### src/rtl/game_pkg.sv
// Shared game datapath definitions.
// Sequencer state encoding and default unit/timeout constants.
package game_pkg;

  typedef enum logic [1:0] {
    IDLE  = 2'd0,
    START = 2'd1,
    WAIT  = 2'd2
  } seq_state_e;

  localparam int NUM_UNITS_DEF = 4;
  localparam int TIMEOUT_DEF   = 1023;
  localparam int CNT_W_DEF     = 10;

endpackage

### src/rtl/unit_watchdog.sv
// Per-unit watchdog: load/decrement down-counter.
// Raises zero when the count has run out.
module unit_watchdog #(
  parameter int CNT_W   = 10,
  parameter int TIMEOUT = 1023
) (
  input  logic clock,
  input  logic reset,
  input  logic load,
  input  logic dec,
  output logic zero
);

  logic [CNT_W-1:0] count;

  // load wins over decrement; hold when neither
  always_ff @(posedge clock or posedge reset) begin
    if (reset) begin
      count <= '0;
    end else if (load) begin
      count <= CNT_W'(TIMEOUT);
    end else if (dec && count != '0) begin
      count <= count - 1'b1;
    end
  end

  assign zero = (count == '0);

endmodule

### src/rtl/frame_sequencer.sv
// Per-frame scheduler: starts units one at a time on vsync.
// Counts frames, flags overruns and hung units.
module frame_sequencer
  import game_pkg::*;
#(
  parameter int NUM_UNITS = NUM_UNITS_DEF,
  parameter int TIMEOUT   = TIMEOUT_DEF,
  parameter int CNT_W     = CNT_W_DEF
) (
  input  logic                 clock,
  input  logic                 reset,
  input  logic                 vsync,
  input  logic                 enable,
  input  logic [NUM_UNITS-1:0] done,
  input  logic                 clear_errors,
  output logic [NUM_UNITS-1:0] start,
  output logic                 busy,
  output logic [15:0]          frame_count,
  output logic                 overrun,
  output logic [NUM_UNITS-1:0] timeout_err
);

  localparam int IDX_W =
    (NUM_UNITS > 1) ? $clog2(NUM_UNITS) : 1;
  localparam logic [IDX_W-1:0] LAST =
    IDX_W'(NUM_UNITS - 1);

  seq_state_e       state_q, state_d;
  logic [IDX_W-1:0] idx_q, idx_d;
  logic             vsync_d;
  logic             frame_edge;
  logic             wd_load, wd_dec, wd_zero;
  logic             advance, expire, frame_inc;

  assign frame_edge = vsync_d & ~vsync;

  unit_watchdog #(
    .CNT_W   (CNT_W),
    .TIMEOUT (TIMEOUT)
  ) u_wd (
    .clock (clock),
    .reset (reset),
    .load  (wd_load),
    .dec   (wd_dec),
    .zero  (wd_zero)
  );

  // state, active unit and vsync history
  always_ff @(posedge clock or posedge reset) begin
    if (reset) begin
      state_q <= IDLE;
      idx_q   <= '0;
      vsync_d <= 1'b1;
    end else begin
      state_q <= state_d;
      idx_q   <= idx_d;
      vsync_d <= vsync;
    end
  end

  // next state; a timeout advances exactly like done
  always_comb begin
    state_d   = state_q;
    idx_d     = idx_q;
    wd_load   = 1'b0;
    wd_dec    = 1'b0;
    advance   = 1'b0;
    expire    = 1'b0;
    unique case (state_q)
      IDLE: begin
        if (frame_edge && enable) begin
          idx_d   = '0;
          state_d = START;
        end
      end
      START: begin
        wd_load = 1'b1;
        state_d = WAIT;
      end
      WAIT: begin
        if (done[idx_q]) begin
          advance = 1'b1;
        end else if (wd_zero) begin
          advance = 1'b1;
          expire  = 1'b1;
        end else begin
          wd_dec = 1'b1;
        end
      end
      default: state_d = IDLE;
    endcase
    if (advance) begin
      if (idx_q == LAST) begin
        state_d = IDLE;
      end else begin
        idx_d   = idx_q + 1'b1;
        state_d = START;
      end
    end
    frame_inc = advance && (idx_q == LAST);
  end

  // one-hot start straight from registered state
  always_comb begin
    start = '0;
    if (state_q == START) start[idx_q] = 1'b1;
  end

  assign busy = (state_q != IDLE);

  // completed-sequence counter, wraps naturally
  always_ff @(posedge clock or posedge reset) begin
    if (reset) begin
      frame_count <= '0;
    end else if (frame_inc) begin
      frame_count <= frame_count + 16'd1;
    end
  end

  // sticky flags; a set in the clearing cycle wins
  always_ff @(posedge clock or posedge reset) begin
    if (reset) begin
      overrun     <= 1'b0;
      timeout_err <= '0;
    end else begin
      if (clear_errors) begin
        overrun     <= 1'b0;
        timeout_err <= '0;
      end
      if (frame_edge && state_q != IDLE) overrun <= 1'b1;
      if (expire) timeout_err[idx_q] <= 1'b1;
    end
  end

endmodule

### config.mk
export PLATFORM = sky130hd
export DESIGN_NAME = frame_sequencer
export DESIGN_NICKNAME = d
export VERILOG_FILES = /design/src/rtl/game_pkg.sv /design/src/rtl/unit_watchdog.sv /design/src/rtl/frame_sequencer.sv
export SDC_FILE = /design/constraint.sdc
export NUM_CORES = 1
export LEC_CHECK = 0
export CORE_UTILIZATION = 45
export DETAILED_ROUTE_END_ITERATION = 12
export GPL_TIMING_DRIVEN = 1
export PLACE_DENSITY = 0.7
export SYNTH_ARGS = -nofsm -noshare
export SYNTH_HDL_FRONTEND = slang
export SYNTH_SLANG_ARGS = --single-unit
### constraint.sdc
create_clock -name clock -period 2.4 [get_ports clock]
set_input_delay 0.48 -clock clock [delete_from_list [all_inputs] [get_ports clock]]
set_output_delay 0.48 -clock clock [all_outputs]
set_load 0.01 [all_outputs]
==> results of run 1 <==
worst reg2reg max path: stages (launching register included):
cell	delay, ps
dfrtp_1	420
inv_1	70
ha_1	190
nor3b_4	310
nand3_2	170
o21a_1	230
or4_4	550
xnor2_2	140
sequential cells by signal, indices dropped and copies added (netlist names):
signal	cells
frame_count	16
u_wd.count	10
timeout_err	4
idx_q	2
state_q	2
overrun	1
vsync_d	1
kinds of logic (layout without fill, tap and decap cells):
family,count (synthesis),count (layout),synth area share
simple gates,74,74,0.245
flops,36,36,0.481
compound gates,21,21,0.0794
buf+inv,18,60,0.0374
xor+xnor,17,17,0.0834
fa+ha+maj,6,6,0.0400
mux,6,6,0.0340
cells in the mapped netlist, types with 3 or more instances:
master	instances
dfrtp_1	35
inv_1	14
xnor2_1	14
nand2_1	12
nand3_1	10
nand4_1	9
and2_1	6
ha_1	6
nor2_1	6
o21ai_0	5
and3_1	4
nor3_1	4
a211oi_1	3
a21oi_1	3
mux2_2	3
mux2i_1	3
through the flow:
step / hold WS [ps] / setup WS, ps / cell area [sq um] / cells
6_report: 474 / 144 / 2400 / 270
4_1_cts: 479 / 23.8 / 2400 / 270
3_5_place_dp: 468 / 170 / 2290 / 262
2_1_floorplan: 479 / 385 / 1880 / 178
3_3_place_gp: 463 / 228 / 2290 / 262
5_1_grt: 516 / 70.4 / 2400 / 270
metal layers:
layer,global-route usage,up-vias,part of all wire
met5,0,-,0
li1,-,707,-
met1,0.252,712,0.45
met2,0.314,28,0.50
met4,0.0798,0,0.014
met3,0.0616,7,0.037
final cells by class:
| type | count | share of cell area |
|---|---|---|
| timing repair buffer | 38 | 0.154 |
| multi-input combinational | 124 | 0.377 |
| clock buffer | 6 | 0.0302 |
| clock inverter | 2 | 0.0146 |
| inverter | 14 | 0.0219 |
| sequential | 36 | 0.376 |
| tap | 50 | 0.0261 |
power breakdown:
part / switching [W] / total (W) / internal, W
clock: 0.000211 / 0.000519 / 0.000308
combinational: 0.000248 / 0.000492 / 0.000244
sequential: 0.000102 / 0.000777 / 0.000675
total: 0.000561 / 0.00179 / 0.00123
final timing paths:
kind                                 startpoint              end
min in group asynchronous                 reset  frame_count[15]
worst min register to register  frame_count[15]  frame_count[15]
worst max register to register    u_wd.count[0]  frame_count[10]
max in group asynchronous                 reset          vsync_d
worst max-delay path                 state_q[1]         start[1]
worst min-delay path            frame_count[15]  frame_count[15]
==> flow_metrics.py, run 1 <==
metrics = {
    "route": {
        "ant_nets": 0,
        "drt-vias-per-instance": 5.39,
        "drt_drc_violations_left": 0,
        "postRouteWirelength_microns": 3900,
        "detail_route.wl_per_cell_microns": 14.4,
        "drt_first_pass_iters": 4,
        "total_number_of_vias": 1454,
        "drt_iter0_drc": 91,
    },
    "setup_path": {
        "setup.reg_to_reg.worst_slack_ps": 210,
        "timing.critical_path.buf_inv": 1,
        "required_ps": 1920,
        "reg2reg_depth": 7,
        "crit_path_top_delay_cell": "clkdlybuf4s50_1",
        "crit_fanout": 12,
        "critical_path_arrival_ps": 1780,
        "worstSetupEndpointType": "primary output",
        "start_kind": "flip-flop",
        "cp_cell_sequence": "and2b_2 > and2_1 > clkdlybuf4s50_1",
        "crit_path_max_incr_delay_ps": 530,
        "worst-path-stages": 3,
        "worst-setup-path-type": "flip-flop to primary output",
        "critical-path-top-delay-family": "buffers and inverters",
    },
    "cts": {
        "clock_tree.htree_level_count": 2,
        "worst_setup_hold_path_clk_slew_ps": 70,
        "ctsHoldBuffers": 0,
        "clkLatencyLatePin_ps": 280,
        "cts_buffers": 5,
        "cts_tree": "done",
        "numClockSinks": 36,
        "clockRootBuffer": "clkbuf_8",
        "max-clock-path-buffers": 2,
        "post-cts-setup-buffers": 0,
        "cts_repair_resize_count": 0,
    },
    "layout": {
        "multi_input_comb_area_sq_um": 905,
        "final_net_count": 234,
        "area.sequential_sq_um": 902,
        "antennaDiodeCount": 0,
        "layout_common_cells": "dfrtp_1 (35), clkdlybuf4s50_1 (34), xnor2_1 (14), inv_1 (14), nand2_1 (12)",
        "fillerInstances": 334,
        "synthToLayoutAreaGrowth_pct": 28.0,
        "layout_commonest_cell": "dfrtp_1",
        "final_layout_size_suffix_gt1_frac": 0.109,
        "postLayoutCoreUtil": 0.600,
    },
    "floorplan": {
        "die-width_microns": 66.6,
        "io-pin-count": 35,
        "floorplan.initialDensity": 0.469,
        "fp.dieH_microns": 66.6,
        "number_of_placement_rows": 23,
        "core_ar_sq_um": 4000,
        "design.die.area_sq_um": 4430,
    },
    "timing": {
        "total_count_of_hold_check_failures_in_the_final_report": 0,
        "max_freq_mhz": 443,
        "final-setup-viol-count": 0,
        "period_minus_slack_ps": 2260,
        "timing.slew.headroom": 0.696,
        "transition_time_at_the_pin_with_the_least_slew_margin_ps": 456,
        "slew_violations": 0,
        "layout_worst_path_cycle_share": 0.940,
        "clock_skew_ps": 9.64,
        "setup_tns_ps": 0,
        "unrepaired_setup_endpoints_after_global_routing": "no",
    },
    "global_route": {
        "grtUsageTotal": 0.199,
        "initial_antenna_violation_count": 0,
        "grt_max_degree": 37,
        "first_global_vias": 1450,
        "grt_first_pass_wirelength_microns": 6580,
        "grt_remaining_overflow": 0,
    },
    "synth": {
        "async_flop_share": 1.00,
        "synth.net_count": 193,
        "synth.top_cells.by_area": "dfrtp_1 (47%), xnor2_1 (6.5%), ha_1 (4.0%), nand4_1 (3.0%), inv_1 (2.8%)",
        "cell_area_after_synthesis_sq_um": 1880,
        "synth.lib_cells_used.distinct": 48,
        "synth_sequential_area_ratio": 0.481,
        "synth_top_area_share": 0.467,
        "post_synth.cell_area_avg_sq_um": 10.5,
        "ys_seq_elements": 36,
        "synth_edf_count": 0,
        "ys.flop_type": "dfrtp_1",
        "yosys_warnings": 0,
        "netlist.top_cell.by_area": "dfrtp_1",
        "synth_cells": 178,
    },
    "power": {
        "power_density_nw_per_um2": 745,
        "leakagePower_nw": 0.982,
        "ir_drop_mv": 0.545,
        "report.power.total_w": 0.00179,
    },
    "placement": {
        "place.detailed.hpwl_microns": 2740,
        "gp_routability_congestion": 0.787,
        "io_buffer_count": 34,
    },
    "hold_path": {
        "min-delay-path-class": "flip-flop to flip-flop",
        "holdPathStages": 1,
    },
    "outcome": {
        "status": "completed",
    },
    "run": {
        "drv_cap": 0,
    },
}
Note: power is estimated with default switching activity, not from simulation.
==> run 2, diff against run 1 <==
--- a/config.mk
+++ b/config.mk
@@ -8,6 +8,7 @@
 export CORE_UTILIZATION = 45
 export DETAILED_ROUTE_END_ITERATION = 12
 export GPL_TIMING_DRIVEN = 1
+export MAX_ROUTING_LAYER = met4
 export PLACE_DENSITY = 0.7
 export SYNTH_ARGS = -nofsm -noshare
 export SYNTH_HDL_FRONTEND = slang
==> flow_metrics.py, run 2 (same netlist as run 1, synthesis figures left out) <==
metrics = {
    "outcome": {
        "status": "completed",
    },
    "layout": {
        "largest_register_ff_count": 16,
        "final_layout_size_suffix_gt1_frac": 0.105,
        "final_net_count": 234,
        "reg.largest.list": "frame_count: 16 flops, u_wd.count: 10 flops, timeout_err: 4 flops",
        "postLayoutCoreUtil": 0.596,
        "layout_common_cells": "dfrtp_1 (35), clkdlybuf4s50_1 (34), xnor2_1 (14), inv_1 (14), nand2_1 (12)",
        "max_flop_register": "frame_count",
        "layout_commonest_cell": "dfrtp_1",
        "antennaDiodeCount": 0,
        "fillerInstances": 339,
        "synthToLayoutAreaGrowth_pct": 27.0,
    },
    "route": {
        "drt_first_pass_iters": 4,
        "drt_iter0_drc": 83,
        "drt-vias-per-instance": 5.39,
        "detail_route.wl_per_cell_microns": 14.3,
        "total_number_of_vias": 1455,
        "drt_drc_violations_left": 0,
        "postRouteWirelength_microns": 3860,
        "ant_nets": 0,
    },
    "timing": {
        "setup_tns_ps": 0,
        "postLayoutSetupSlackWorst_ps": 130,
        "total_count_of_hold_check_failures_in_the_final_report": 0,
        "period_minus_slack_ps": 2270,
        "slew_violations": 0,
        "final-setup-viol-count": 0,
        "max_freq_mhz": 441,
        "layout_worst_path_cycle_share": 0.946,
        "transition_time_at_the_pin_with_the_least_slew_margin_ps": 465,
        "timing.slew.headroom": 0.690,
        "unrepaired_setup_endpoints_after_global_routing": "no",
        "clock_skew_ps": 2.66,
    },
    "power": {
        "ir_drop_mv": 0.513,
        "report.power.total_w": 0.00169,
        "power_density_nw_per_um2": 710,
        "leakagePower_nw": 0.972,
    },
    "cts": {
        "clkLatencyLatePin_ps": 280,
        "clock_tree.htree_level_count": 2,
        "worst_setup_hold_path_clk_slew_ps": 70,
        "cts_tree": "done",
        "numClockSinks": 36,
        "clockRootBuffer": "clkbuf_8",
        "max-clock-path-buffers": 2,
        "ctsHoldBuffers": 0,
        "cts_buffers": 5,
    },
    "floorplan": {
        "number_of_placement_rows": 23,
        "floorplan.initialDensity": 0.469,
        "io-pin-count": 35,
        "die-width_microns": 66.6,
        "fp.dieH_microns": 66.6,
        "core_ar_sq_um": 4000,
        "design.die.area_sq_um": 4430,
    },
    "run": {
        "drv_cap": 0,
    },
    "setup_path": {
        "critical_path_arrival_ps": 1790,
        "start_kind": "flip-flop",
        "worst-setup-path-type": "flip-flop to primary output",
        "worstSetupEndpointType": "primary output",
        "crit_fanout": 12,
        "required_ps": 1920,
    },
    "hold_path": {
        "min-delay-path-class": "flip-flop to flip-flop",
    },
    "global_route": {
        "grtUsageTotal": 0.206,
        "grt_max_degree": 37,
        "initial_antenna_violation_count": 0,
        "grt_first_pass_wirelength_microns": 6500,
        "first_global_vias": 1427,
        "grt_remaining_overflow": 0,
    },
    "placement": {
        "io_buffer_count": 34,
        "place_ws_ps": 157,
        "gp_routability_congestion": 0.794,
        "place.detailed.hpwl_microns": 2880,
    },
}
==> run 2: metal layers <==
layer | routed length (microns) | global-route usage | up-vias
li1 | - | - | 704
met1 | 1780 | 0.261 | 720
met2 | 1890 | 0.317 | 26
met3 | 135 | 0.0514 | 5
met4 | 55 | 0.0771 | 0
met5 | 0 | - | -
==> run 2: path summary, 6_finish.rpt <==
path / start / endpoint / slack [ps] / cells past startpoint
hold / removal: frame_count[15] / frame_count[15] / 470 / 1
setup reg to reg: u_wd.count[0] / frame_count[10] / 180 / 7
setup / recovery: state_q[1] / start[1] / 130 / 3
max in group asynchronous: reset / vsync_d / 1440 / 3
hold reg to reg: frame_count[15] / frame_count[15] / 470 / 1
min in group asynchronous: reset / frame_count[15] / 600 / 3
==> run 2: power by group <==
group	internal, W	switching, W	total, W
registers	0.000675	0.0000984	0.000774
logic	0.000245	0.000243	0.000488
clock network	0.000234	0.000196	0.000430
total	0.00115	0.000537	0.00169
==> run 2: worst max-delay path: stages, from the launching register on <==
cell	delay (ps)
dfrtp_1	430
and2b_2	370
and2_1	160
clkdlybuf4s50_1	550
==> run 2: what timing repair did <==
action | 4_1_cts | 5_1_grt
gates resized for setup | 1 | 0
buffers inserted | 0 | 0
setup endpoints to repair | 1 | 0
==> run 2: layout make-up <==
cell class | instances | area, sq um | area share
multi-input cells | 124 | 905 | 0.380
flip-flops and latches | 36 | 902 | 0.379
repair buffers | 38 | 370 | 0.155
clock buffers | 8 | 90.1 | 0.0378
well taps | 50 | 62.6 | 0.0263
inverters | 14 | 52.6 | 0.0221
==> run 2: stage by stage <==
stage | hold slack (ps) | instance area (sq um) | std cells
6_report | 471 | 2380 | 270
3_5_place_dp | 466 | 2290 | 262
4_1_cts | 476 | 2380 | 270
3_3_place_gp | 463 | 2290 | 262
2_1_floorplan | 479 | 1880 | 178
5_1_grt | 515 | 2380 | 270
